`config.mk`:
```
export PLATFORM = sky130hd
export DESIGN_NAME = fetch_unit_flat
export DESIGN_NICKNAME = d
export VERILOG_FILES = /design/src/rtl/fetch_unit_if.sv /design/src/rtl/fetch_unit.sv /design/src/flat_wrapper.sv
export SDC_FILE = /design/constraint.sdc
export NUM_CORES = 1
export LEC_CHECK = 0
export CAP_MARGIN = 20
export CORE_MARGIN = 5
export CORE_UTILIZATION = 49
export CTS_CLUSTER_DIAMETER = 40
export CTS_CLUSTER_SIZE = 24
export DETAILED_ROUTE_END_ITERATION = 8
export GPL_ROUTABILITY_DRIVEN = 0
export HOLD_SLACK_MARGIN = 0.12
export PLACE_DENSITY = 0.95
export SKIP_CTS_REPAIR_TIMING = 1
export SLEW_MARGIN = 20
export SYNTH_ARGS = -nofsm -noshare
export SYNTH_HDL_FRONTEND = slang
export SYNTH_SLANG_ARGS = --single-unit
```
`constraint.sdc`:
```
create_clock -name i_clk -period 5.54 [get_ports i_clk]
set_input_delay 1.108 -clock i_clk [delete_from_list [all_inputs] [get_ports i_clk]]
set_output_delay 1.108 -clock i_clk [all_outputs]
set_load 0.05 [all_outputs]
```
`src/rtl/fetch_unit_if.sv`:
```
// fetch_unit_if: groups the fetch unit's memory, control and IF/ID signals.
//   master modport: the fetch unit (drives o_* signals, samples i_* signals).
//   slave modport:  the surrounding core / memory (the opposite directions).
// Signals:
//   o_imem_address / i_imem_instruction  combinational instruction memory port
//   i_stall, i_flush, i_redirect, i_redirect_pc  hazard-unit / execute controls
//   o_if_id_*                            IF/ID pipeline register contents
//   o_fetch_fault, o_fault_pc            fetch fault status
interface fetch_unit_if;
  logic [31:0] o_imem_address;
  logic [31:0] i_imem_instruction;
  logic        i_stall;
  logic        i_flush;
  logic        i_redirect;
  logic [31:0] i_redirect_pc;
  logic        o_if_id_valid;
  logic [31:0] o_if_id_instruction;
  logic [31:0] o_if_id_pc;
  logic [31:0] o_if_id_pc_plus4;
  logic        o_if_id_pred_taken;
  logic        o_fetch_fault;
  logic [31:0] o_fault_pc;

  modport master (
    output o_imem_address,
    input  i_imem_instruction,
    input  i_stall,
    input  i_flush,
    input  i_redirect,
    input  i_redirect_pc,
    output o_if_id_valid,
    output o_if_id_instruction,
    output o_if_id_pc,
    output o_if_id_pc_plus4,
    output o_if_id_pred_taken,
    output o_fetch_fault,
    output o_fault_pc
  );

  modport slave (
    input  o_imem_address,
    output i_imem_instruction,
    output i_stall,
    output i_flush,
    output i_redirect,
    output i_redirect_pc,
    input  o_if_id_valid,
    input  o_if_id_instruction,
    input  o_if_id_pc,
    input  o_if_id_pc_plus4,
    input  o_if_id_pred_taken,
    input  o_fetch_fault,
    input  o_fault_pc
  );
endinterface

```
`src/rtl/fetch_unit.sv`:
```
// fetch_unit: instruction-fetch control and IF/ID pipeline register.
// Owns the PC, presents it to a combinational instruction memory, captures the
// returned word into IF/ID, and applies stall / flush / redirect. A misaligned
// or out-of-range PC parks fetch in StFault until a redirect or reset.
// Ports:
//   i_clk    clock, all state updates on the rising edge
//   i_rst    synchronous active-high reset
//   fetch    fetch_unit_if.master (memory port, controls, IF/ID, fault status)
// Parameters:
//   RESET_PC    PC loaded by reset
//   IMEM_DEPTH  memory depth in 32-bit words; legal PCs are 0 .. IMEM_DEPTH*4-4
// Build option:
//   FETCH_STATIC_PREDICT_EN  predicts JAL and backward conditional branches taken
module fetch_unit #(
  parameter logic [31:0] RESET_PC   = 32'h0000_0000,
  parameter int unsigned IMEM_DEPTH = 256
) (
  input logic          i_clk,
  input logic          i_rst,
  fetch_unit_if.master fetch
);

  typedef enum logic [0:0] {StRun, StFault} state_e;

  typedef struct packed {
    logic        valid;
    logic [31:0] instr;
    logic [31:0] pc;
    logic [31:0] pc_plus4;
    logic        pred;
  } if_id_t;

  localparam logic [31:0] Nop = 32'h0000_0013;
  localparam if_id_t Bubble = '{valid: 1'b0, instr: Nop, pc: 32'h0, pc_plus4: 32'h0,
                                pred: 1'b0};
  // 33 bits so IMEM_DEPTH*4 == 2^32 cannot overflow the comparison.
  localparam logic [32:0] PcLimit = 33'(IMEM_DEPTH) << 2;

  state_e      state_q, state_d;
  logic [31:0] pc_q, pc_d;
  logic [31:0] fault_pc_q, fault_pc_d;
  if_id_t      if_id_q, if_id_d;

  logic        pc_legal;
  logic [31:0] pc_plus4;
  logic [31:0] next_pc;
  logic        pred;

  assign pc_plus4 = pc_q + 32'd4;
  assign pc_legal = (pc_q[1:0] == 2'b00) && ({1'b0, pc_q} < PcLimit);

`ifdef FETCH_STATIC_PREDICT_EN
  logic [31:0] instr;
  logic [31:0] j_imm;
  logic [31:0] b_imm;

  assign instr = fetch.i_imem_instruction;
  assign j_imm = {{12{instr[31]}}, instr[19:12], instr[20], instr[30:21], 1'b0};
  assign b_imm = {{20{instr[31]}}, instr[7], instr[30:25], instr[11:8], 1'b0};

  always_comb begin
    next_pc = pc_plus4;
    pred    = 1'b0;
    if (instr[6:0] == 7'b1101111) begin
      next_pc = pc_q + j_imm;
      pred    = 1'b1;
    end else if (instr[6:0] == 7'b1100011 && instr[31]) begin
      // Sign bit set means a backward branch: loop-closing, predicted taken.
      next_pc = pc_q + b_imm;
      pred    = 1'b1;
    end
  end
`else
  assign next_pc = pc_plus4;
  assign pred    = 1'b0;
`endif

  always_comb begin
    state_d    = state_q;
    pc_d       = pc_q;
    fault_pc_d = fault_pc_q;
    if_id_d    = if_id_q;

    if (fetch.i_redirect) begin
      // Fetch in the redirect cycle is discarded; target legality is checked next cycle.
      pc_d    = fetch.i_redirect_pc;
      if_id_d = Bubble;
      state_d = StRun;
    end else if (state_q == StFault) begin
      if_id_d = Bubble;
    end else if (!pc_legal) begin
      // Faulting takes precedence over stall so a stalled bad PC still reports.
      if_id_d    = Bubble;
      fault_pc_d = pc_q;
      state_d    = StFault;
    end else if (fetch.i_stall) begin
      if (fetch.i_flush) if_id_d = Bubble;
    end else begin
      if_id_d = '{valid: 1'b1, instr: fetch.i_imem_instruction, pc: pc_q,
                  pc_plus4: pc_plus4, pred: pred};
      pc_d    = next_pc;
      if (fetch.i_flush) if_id_d = Bubble;
    end
  end

  always_ff @(posedge i_clk) begin
    if (i_rst) begin
      state_q    <= StRun;
      pc_q       <= RESET_PC;
      fault_pc_q <= 32'h0;
      if_id_q    <= Bubble;
    end else begin
      state_q    <= state_d;
      pc_q       <= pc_d;
      fault_pc_q <= fault_pc_d;
      if_id_q    <= if_id_d;
    end
  end

  assign fetch.o_imem_address      = pc_q;
  assign fetch.o_if_id_valid       = if_id_q.valid;
  assign fetch.o_if_id_instruction = if_id_q.instr;
  assign fetch.o_if_id_pc          = if_id_q.pc;
  assign fetch.o_if_id_pc_plus4    = if_id_q.pc_plus4;
  assign fetch.o_if_id_pred_taken  = if_id_q.pred;
  assign fetch.o_fetch_fault       = (state_q == StFault);
  assign fetch.o_fault_pc          = fault_pc_q;

endmodule

```
`src/flat_wrapper.sv`:
```
// flat-port wrapper written by rule: the top's interface ports become plain ports
module fetch_unit_flat 
#(
  parameter logic [31:0] RESET_PC   = 32'h0000_0000,
  parameter int unsigned IMEM_DEPTH = 256
)
  (i_clk, i_rst, fetch_o_imem_address, fetch_i_imem_instruction, fetch_i_stall, fetch_i_flush, fetch_i_redirect, fetch_i_redirect_pc, fetch_o_if_id_valid, fetch_o_if_id_instruction, fetch_o_if_id_pc, fetch_o_if_id_pc_plus4, fetch_o_if_id_pred_taken, fetch_o_fetch_fault, fetch_o_fault_pc);
  fetch_unit_if fetch_i ();
  input logic i_clk;
  input logic i_rst;
  output wire logic [$bits(fetch_i.o_imem_address)-1:0] fetch_o_imem_address;
  input wire logic [$bits(fetch_i.i_imem_instruction)-1:0] fetch_i_imem_instruction;
  input wire logic [$bits(fetch_i.i_stall)-1:0] fetch_i_stall;
  input wire logic [$bits(fetch_i.i_flush)-1:0] fetch_i_flush;
  input wire logic [$bits(fetch_i.i_redirect)-1:0] fetch_i_redirect;
  input wire logic [$bits(fetch_i.i_redirect_pc)-1:0] fetch_i_redirect_pc;
  output wire logic [$bits(fetch_i.o_if_id_valid)-1:0] fetch_o_if_id_valid;
  output wire logic [$bits(fetch_i.o_if_id_instruction)-1:0] fetch_o_if_id_instruction;
  output wire logic [$bits(fetch_i.o_if_id_pc)-1:0] fetch_o_if_id_pc;
  output wire logic [$bits(fetch_i.o_if_id_pc_plus4)-1:0] fetch_o_if_id_pc_plus4;
  output wire logic [$bits(fetch_i.o_if_id_pred_taken)-1:0] fetch_o_if_id_pred_taken;
  output wire logic [$bits(fetch_i.o_fetch_fault)-1:0] fetch_o_fetch_fault;
  output wire logic [$bits(fetch_i.o_fault_pc)-1:0] fetch_o_fault_pc;
  assign fetch_o_imem_address = fetch_i.o_imem_address;
  assign fetch_i.i_imem_instruction = fetch_i_imem_instruction;
  assign fetch_i.i_stall = fetch_i_stall;
  assign fetch_i.i_flush = fetch_i_flush;
  assign fetch_i.i_redirect = fetch_i_redirect;
  assign fetch_i.i_redirect_pc = fetch_i_redirect_pc;
  assign fetch_o_if_id_valid = fetch_i.o_if_id_valid;
  assign fetch_o_if_id_instruction = fetch_i.o_if_id_instruction;
  assign fetch_o_if_id_pc = fetch_i.o_if_id_pc;
  assign fetch_o_if_id_pc_plus4 = fetch_i.o_if_id_pc_plus4;
  assign fetch_o_if_id_pred_taken = fetch_i.o_if_id_pred_taken;
  assign fetch_o_fetch_fault = fetch_i.o_fetch_fault;
  assign fetch_o_fault_pc = fetch_i.o_fault_pc;
  fetch_unit #(.RESET_PC(RESET_PC), .IMEM_DEPTH(IMEM_DEPTH)) u_core (.i_clk(i_clk), .i_rst(i_rst), .fetch(fetch_i));
endmodule
```
==> results of run 1 <==
[cells by family (layout without fill, tap and decap cells)]
logic type | after synthesis | after routing | synth area share (%)
buffers and inverters | 75 | 282 | 4.519
flip-flops | 160 | 160 | 47.22
other | 1 | 1 | 0.05529
AND/OR/NAND/NOR | 276 | 276 | 21.23
XOR/XNOR | 10 | 10 | 1.291
adder cells (fa/ha/maj) | 1 | 1 | 0.1844
multiplexers | 113 | 113 | 16.68
AO/OA/AOI/OAI | 77 | 77 | 8.818
[power groups by stage]
stage	clock [mW]	combinational (mW)	sequential, mW
global route	1.20	0.355	1.22
global placement	0	0.329	1.24
floorplan	0	0.143	1.30
finish	1.13	0.334	1.22
detailed placement	0	0.333	1.24
CTS	1.14	0.335	1.22
[through the flow]
stage	hold slack (ns)	std cells	power (mW)	util, %
6_report	0.4646	1100	2.680	70.55
5_1_grt	0.4881	1100	2.775	70.55
4_1_cts	0.4669	1100	2.696	70.51
3_5_place_dp	0.4519	1068	1.576	66.35
3_3_place_gp	0.4480	1068	1.572	66.35
2_1_floorplan	0.6644	713	1.447	-
[registers in the layout, indices dropped and copies added, names as in the netlist]
name / count
u_core.fetch.o_fault_pc: 32
u_core.fetch.o_fetch_fault: 1
u_core.fetch.o_if_id_instruction: 32
u_core.fetch.o_if_id_pc: 30
u_core.fetch.o_if_id_pc_plus4: 32
u_core.fetch.o_if_id_valid: 1
u_core.fetch.o_imem_address: 32
[layout by cell type (no fill, tap or decap), types with 7 or more instances in the layout]
cell | Yosys | final
inv_1 | 14 | 14
a311oi_1 | 13 | 13
nand2_1 | 23 | 23
nand2b_1 | 74 | 74
xnor2_1 | 8 | 8
nor4_1 | 14 | 13
a21oi_1 | 17 | 17
o31ai_1 | 8 | 8
clkdlybuf4s50_1 | 0 | 227
clkbuf_16 | 0 | 17
or4_1 | 11 | 11
nor2_1 | 104 | 104
dfxtp_1 | 160 | 160
nor2b_1 | 7 | 7
mux2i_1 | 113 | 113
nand3_1 | 11 | 10
o211a_1 | 7 | 7
nor3_1 | 7 | 7
[cell type report]
| cell class | instances | share of cell area, % |
|---|---|---|
| multi-input cells | 478 | 34.06 |
| flip-flops and latches | 160 | 33.09 |
| repair buffers | 235 | 24.04 |
| clock buffers | 18 | 4.537 |
| well taps | 180 | 2.327 |
| clock inverters | 14 | 1.357 |
| inverters | 15 | 0.5817 |
[worst reg2reg max path, stage by stage, from the launching register on]
cell	delay, ns
dfxtp_1	0.45
or4_1	0.62
nor3_1	0.36
nand3_2	0.82
buf_4	0.59
nor3_1	0.23
[final timing paths]
check,startpoint,to,slack [ns]
worst min-delay path,u_core.fetch.o_if_id_valid,u_core.fetch.o_if_id_valid,0.46
worst min register to register,u_core.fetch.o_if_id_valid,u_core.fetch.o_if_id_valid,0.46
worst max-delay path,u_core.fetch.o_imem_address[14],u_core.fetch.o_if_id_pc_plus4[2],2.39
worst max register to register,u_core.fetch.o_imem_address[14],u_core.fetch.o_if_id_pc_plus4[2],2.39
[layer usage]
metal  routed length, µm  up-vias
met5                   0        -
met3                1439       34
li1                    -     2874
met4                 461        0
met1                8106     2841
met2                9972      227
==> qor.csv, run 1 <==
stage;metric;value;unit
min_path;Hold Crit Depth;2;
synthesis;synth unique cells;49;
critical_path;Critical Path RT;5.88;ns
critical_path;crit-path max FO;43;
final_layout;Fill cells;1016;
final_layout;Nets;977;
pwr;leakage;3.635;nW
synthesis;post-synth top area share;47.22;%
timing;Setup-failing EPs final;0;
placed_design;Port Buf Inserts;230;
synthesis;top post-synthesis cells by count;dfxtp_1, mux2i_1, nor2_1, nand2b_1, clkbuf_1;
synthesis;count leader, synth;dfxtp_1;
floorplanning;die height;127.7;µm
placed_design;area post-placement;9102;µm²
floorplanning;num rows;43;
timing;Clock Skew;0.008294;ns
synthesis;Cell Area, Synth;6783;µm²
synthesis;FF+latch count, synth;160;
synthesis;Top FF cell, synth;dfxtp_1;
final_layout;register area;3203;µm²
floorplanning;Core Region;13720;µm²
cts;Num CTS Buffers;17;
pwr;worst ir drop on vdd;0.1832;mV
global_route;GRT Resource Usage Total;24.40;%
flow_run;max_cap viols;0;
route;Post-DRT Antenna Nets;0;
synthesis;Post-synth EDFFs;0;
pwr;PD cells;276.9;nW/µm²
cts;CTS max path bufs;2;
critical_path;critical path type;register to register;
placed_design;post-DP HPWL;14050;µm
final_layout;post-route cell area;9679;µm²
timing;fin worst setup slack;2.392;ns
timing;final worst path period share;56.83;%
timing;Pins Over Slew Limit;0;
cts;H-tree levels;4;
timing;Fin. Hold Viols;0;
global_route;vias in the first global route;5810;
synthesis;synthesized area per cell;9.513;µm²
final_layout;ant diodes;0;
floorplanning;die area;16300;µm²
pwr;switching share of total power;26.94;%
timing;Final Critical Period;3.148;ns
critical_path;reg2reg path depth;5;
route;# DRC;0;
critical_path;delay-heaviest family, CP;simple AND/OR/NAND/NOR gates;
pwr;clock network fraction of total power;42.0;%
global_route;most used routing layer;met2;
critical_path;Crit path largest cell delay;0.82;ns
floorplanning;die width;127.7;µm
synthesis;Async SR Flop Fraction;0;%
pwr;internal power;1.958;mW
pwr;Comb power frac;12.5;%
global_route;grt met3 use;6.500;%
timing;Slew HR;34.08;%
pwr;Flop pwr share;45.5;%
critical_path;CP max-delay cell;nand3_2;
global_route;Congestion Overflow GR;0;
outcome;outcome;complete, no violations;
route;initial drt markers;401;
global_route;M1 GR Usage;30.11;%
timing;Worst Tran Pin Value;0.9888;ns
pwr;Net Switching;722.1;µW
global_route;initial antenna violation count;0;
global_route;pin count of the biggest net entering global routing;98;
timing;Fmax;0.3176;GHz
route;Via density;5.433;
critical_path;Critical Path Stages;5;
critical_path;Buf+Inv Stages, Crit Path;1;
critical_path;Worst EP arrival;3.48;ns
synthesis;synth warn;0;
cts;Clock Root Buffer;clkbuf_16;
route;WL/cell;18.16;µm
cts;CTS tree;built;
global_route;met2 Use GR;41.68;%
route;Routed WL;19980;µm
synthesis;Mapped Cells;713;
timing;RSZ-0062 raised after global routing;no;
cts;clock sinks;160;
floorplanning;Initial Util;49.44;%
floorplanning;I/O Pins;232;
global_route;wire length of the first global-routing pass;31550;µm
synthesis;syn_nets;783;
cts;clk slew on worst S/H paths;0.06;ns
critical_path;critical path, cell by cell;or4_1 -> nor3_1 -> nand3_2 -> buf_4 -> nor3_1;
timing;Final TNS setup;0;ns
critical_path;Critical Path Start Type;register;
critical_path;Crit. End Element;register;
route;vias;5976;
route;TritonRoute pass-1 iters;5;
synthesis;cell type with the largest total area after synthesis;dfxtp_1;
critical_path;most used cell, CP;nor3_1;
synthesis;Seq/Total Area, Yosys;47.22;%
synthesis;ranking of synthesized cells by area;dfxtp_1, mux2i_1, nand2b_1;
final_layout;multi-input gate area in the final layout;3297;µm²
min_path;Hold Path Class;register to register;
final_layout;Area Overhead vs Synth;42.70;%
final_layout;share of layout cells above drive strength 1;5.326;%
placed_design;pre-CTS setup slack;2.098;ns
cts;clk_lat worst skew;0.42;ns
Note: power is estimated with default switching activity, not from simulation.
==> inputs of run 2 (changes only) <==
CORE_UTILIZATION = 46   (was 49)
PLACE_DENSITY = 0.92   (was 0.95)
clock period = 2.9 ns   (was 5.54 ns; I/O delays follow)
==> run 2 against run 1 <==
Against the previous run:
- utilization is 2.2 points lower
- hold slack worse by 0.0089 ns
- register-to-register slack worse by 1.9 ns
- clock power is 110% higher
- non-clock buffer count up 18
- critical path depth is 4 lower
- combinational power grew 110%
- flip-flop and latch count unchanged
- power rose by 100%
- die area rose by 6.0%
- clock-buffer cell count up 1
- global-route usage down 0.99 points
- critical endpoint is now fetch_o_imem_address[23]
- largest power group is now the clock network
==> qor.csv, run 2 (synthesis gave the netlist of run 1 again) <==
stage;metric;value;unit;change
floorplanning;I/O Pins;232;;unchanged
global_route;M1 GR Usage;28.07;%;-2.0 points
cts;CTS max path bufs;2;;unchanged
cts;clk_lat worst skew;0.43;ns;about the same
placed_design;post-DP HPWL;14950;µm;+6.4%
critical_path;Critical Path RT;2.32;ns;-3.56 ns
pwr;Pwr Total;5.355;mW;+100%
final_layout;Non-Filler Instances;1120;;+1.8%
timing;Final TNS setup;0;ns;unchanged
critical_path;critical path, cell by cell;clkdlybuf4s50_1;;
route;Routed WL;20760;µm;+3.9%
final_layout;final core occ;68.35;%;-2.2 points
timing;Setup-failing EPs final;0;;unchanged
critical_path;crit-path max FO;9;;-79%
floorplanning;die area;17270;µm²;+6.0%
critical_path;Worst EP arrival;1.87;ns;-1.61 ns
timing;Fmax;0.4083;GHz;
final_layout;share of layout cells above drive strength 1;6.838;%;+1.5 points
cts;H-tree levels;4;;unchanged
timing;Worst Tran Pin Value;0.7910;ns;-0.1978 ns
critical_path;Crit path largest cell delay;0.90;ns;+0.08 ns
global_route;grt met3 use;6.843;%;+0.34 points
timing;final worst path period share;84.45;%;
final_layout;most frequent cells in the layout;clkdlybuf4s50_1, dfxtp_1, mux2i_1;;
route;Via density;5.410;;-0.42%
route;WL/cell;18.54;µm;+2.1%
critical_path;Critical Path Start Type;register;;
timing;Clock Skew;0.009628;ns;+0.001334 ns
global_route;vias in the first global route;5961;;+2.6%
route;# DRC;0;;unchanged
route;Post-DRT Antenna Nets;0;;unchanged
global_route;GRT Resource Usage Total;23.41;%;-0.99 points
final_layout;Nets;995;;+1.8%
critical_path;CP max-delay cell;clkdlybuf4s50_1;;
route;vias;6059;;+1.4%
global_route;initial antenna violation count;0;;unchanged
pwr;worst ir drop on vdd;0.3890;mV;+110%
critical_path;Buf+Inv Stages, Crit Path;1;;unchanged
global_route;wire length of the first global-routing pass;32470;µm;+2.9%
pwr;PD cells;541.0;nW/µm²;+95%
timing;Pins Over Slew Limit;0;;unchanged
timing;fin worst setup slack;0.4511;ns;-1.941 ns
floorplanning;Core Region;14480;µm²;+5.5%
route;TritonRoute pass-1 iters;5;;unchanged
route;initial drt markers;408;;+1.7%
final_layout;most common cell after layout, fill and taps aside;clkdlybuf4s50_1;;
timing;Fin. Hold Viols;0;;unchanged
global_route;met2 Use GR;40.41;%;-1.3 points
floorplanning;die height;131.4;µm;+3.0%
cts;clk slew on worst S/H paths;0.06;ns;about the same
flow_run;max_cap viols;0;;unchanged
placed_design;cell count after placement;1090;;+2.1%
outcome;outcome;complete, no violations;;
cts;Clock Root Buffer;clkbuf_16;;
global_route;most used routing layer;met2;;
global_route;pin count of the biggest net entering global routing;98;;unchanged
global_route;Congestion Overflow GR;0;;unchanged
floorplanning;num rows;44;;+2.3%
critical_path;worst reg2reg setup slack;0.48;ns;-1.91 ns
critical_path;delay-heaviest family, CP;buffers and inverters;;
cts;clock sinks;160;;unchanged
floorplanning;Initial Util;46.85;%;-2.6 points
timing;RSZ-0062 raised after global routing;no;;
cts;CTS tree;built;;
critical_path;critical path type;register to primary output;;
critical_path;Crit. End Element;primary output;;
final_layout;ant diodes;0;;unchanged
final_layout;Area Overhead vs Synth;45.91;%;
timing;Final Critical Period;2.449;ns;
pwr;leakage;3.773;nW;+3.8%
placed_design;pre-CTS setup slack;0.5159;ns;-1.582 ns
min_path;Hold Path Class;register to register;;
placed_design;Port Buf Inserts;230;;unchanged
timing;Slew HR;46.78;%;+13 points
cts;Num CTS Buffers;17;;unchanged
floorplanning;die width;131.4;µm;+3.0%
run 2: metal layers:
layer | share of wire [%] | vias to the layer above
met4 | 1.8 | 0
met2 | 50 | 253
li1 | - | 2901
met3 | 7.7 | 31
met1 | 40 | 2874
met5 | 0 | -
run 2: power by group:
group	total, mW	switching, mW	internal (mW)	leakage (nW)
Clock	2.35	0.884	1.47	0.300
Combinational	0.698	0.400	0.299	2.17
Sequential	2.30	0.0589	2.24	1.30
run 2: final timing paths:
kind	from	end	cells after the start
worst max-delay path	u_core.fetch.o_imem_address[23]	fetch_o_imem_address[23]	1
worst max register to register	u_core.fetch.o_imem_address[29]	u_core.fetch.o_if_id_pc_plus4[23]	5
worst min register to register	u_core.fetch.o_if_id_pc[16]	u_core.fetch.o_if_id_pc[16]	2
worst min-delay path	u_core.fetch.o_if_id_pc[16]	u_core.fetch.o_if_id_pc[16]	2
run 2: tightest hold or removal path: stages, from the launching register on:
cell,delay [ns]
dfxtp_1,0.31
nand2_1,0.05
a21oi_1,0.05
run 2: layout make-up:
type / count / area, µm²
Sequential cell: 160 / 3203
Multi-Input combinational cell: 478 / 3291
Clock buffer: 19 / 452.9
Clock inverter: 11 / 163.9
Tap cell: 184 / 230.2
Fill cell: 1090 / 4582
Inverter: 15 / 56.30
Timing Repair Buffer: 253 / 2500
run 2: stage by stage:
| step | hold WS [ns] | area (µm²) |
|---|---|---|
| 2_1_floorplan | 0.6644 | 6783 |
| 3_3_place_gp | 0.4393 | 9280 |
| 3_5_place_dp | 0.4502 | 9280 |
| 4_1_cts | 0.4587 | 9897 |
| 5_1_grt | 0.4822 | 9897 |
| 6_report | 0.4557 | 9897 |
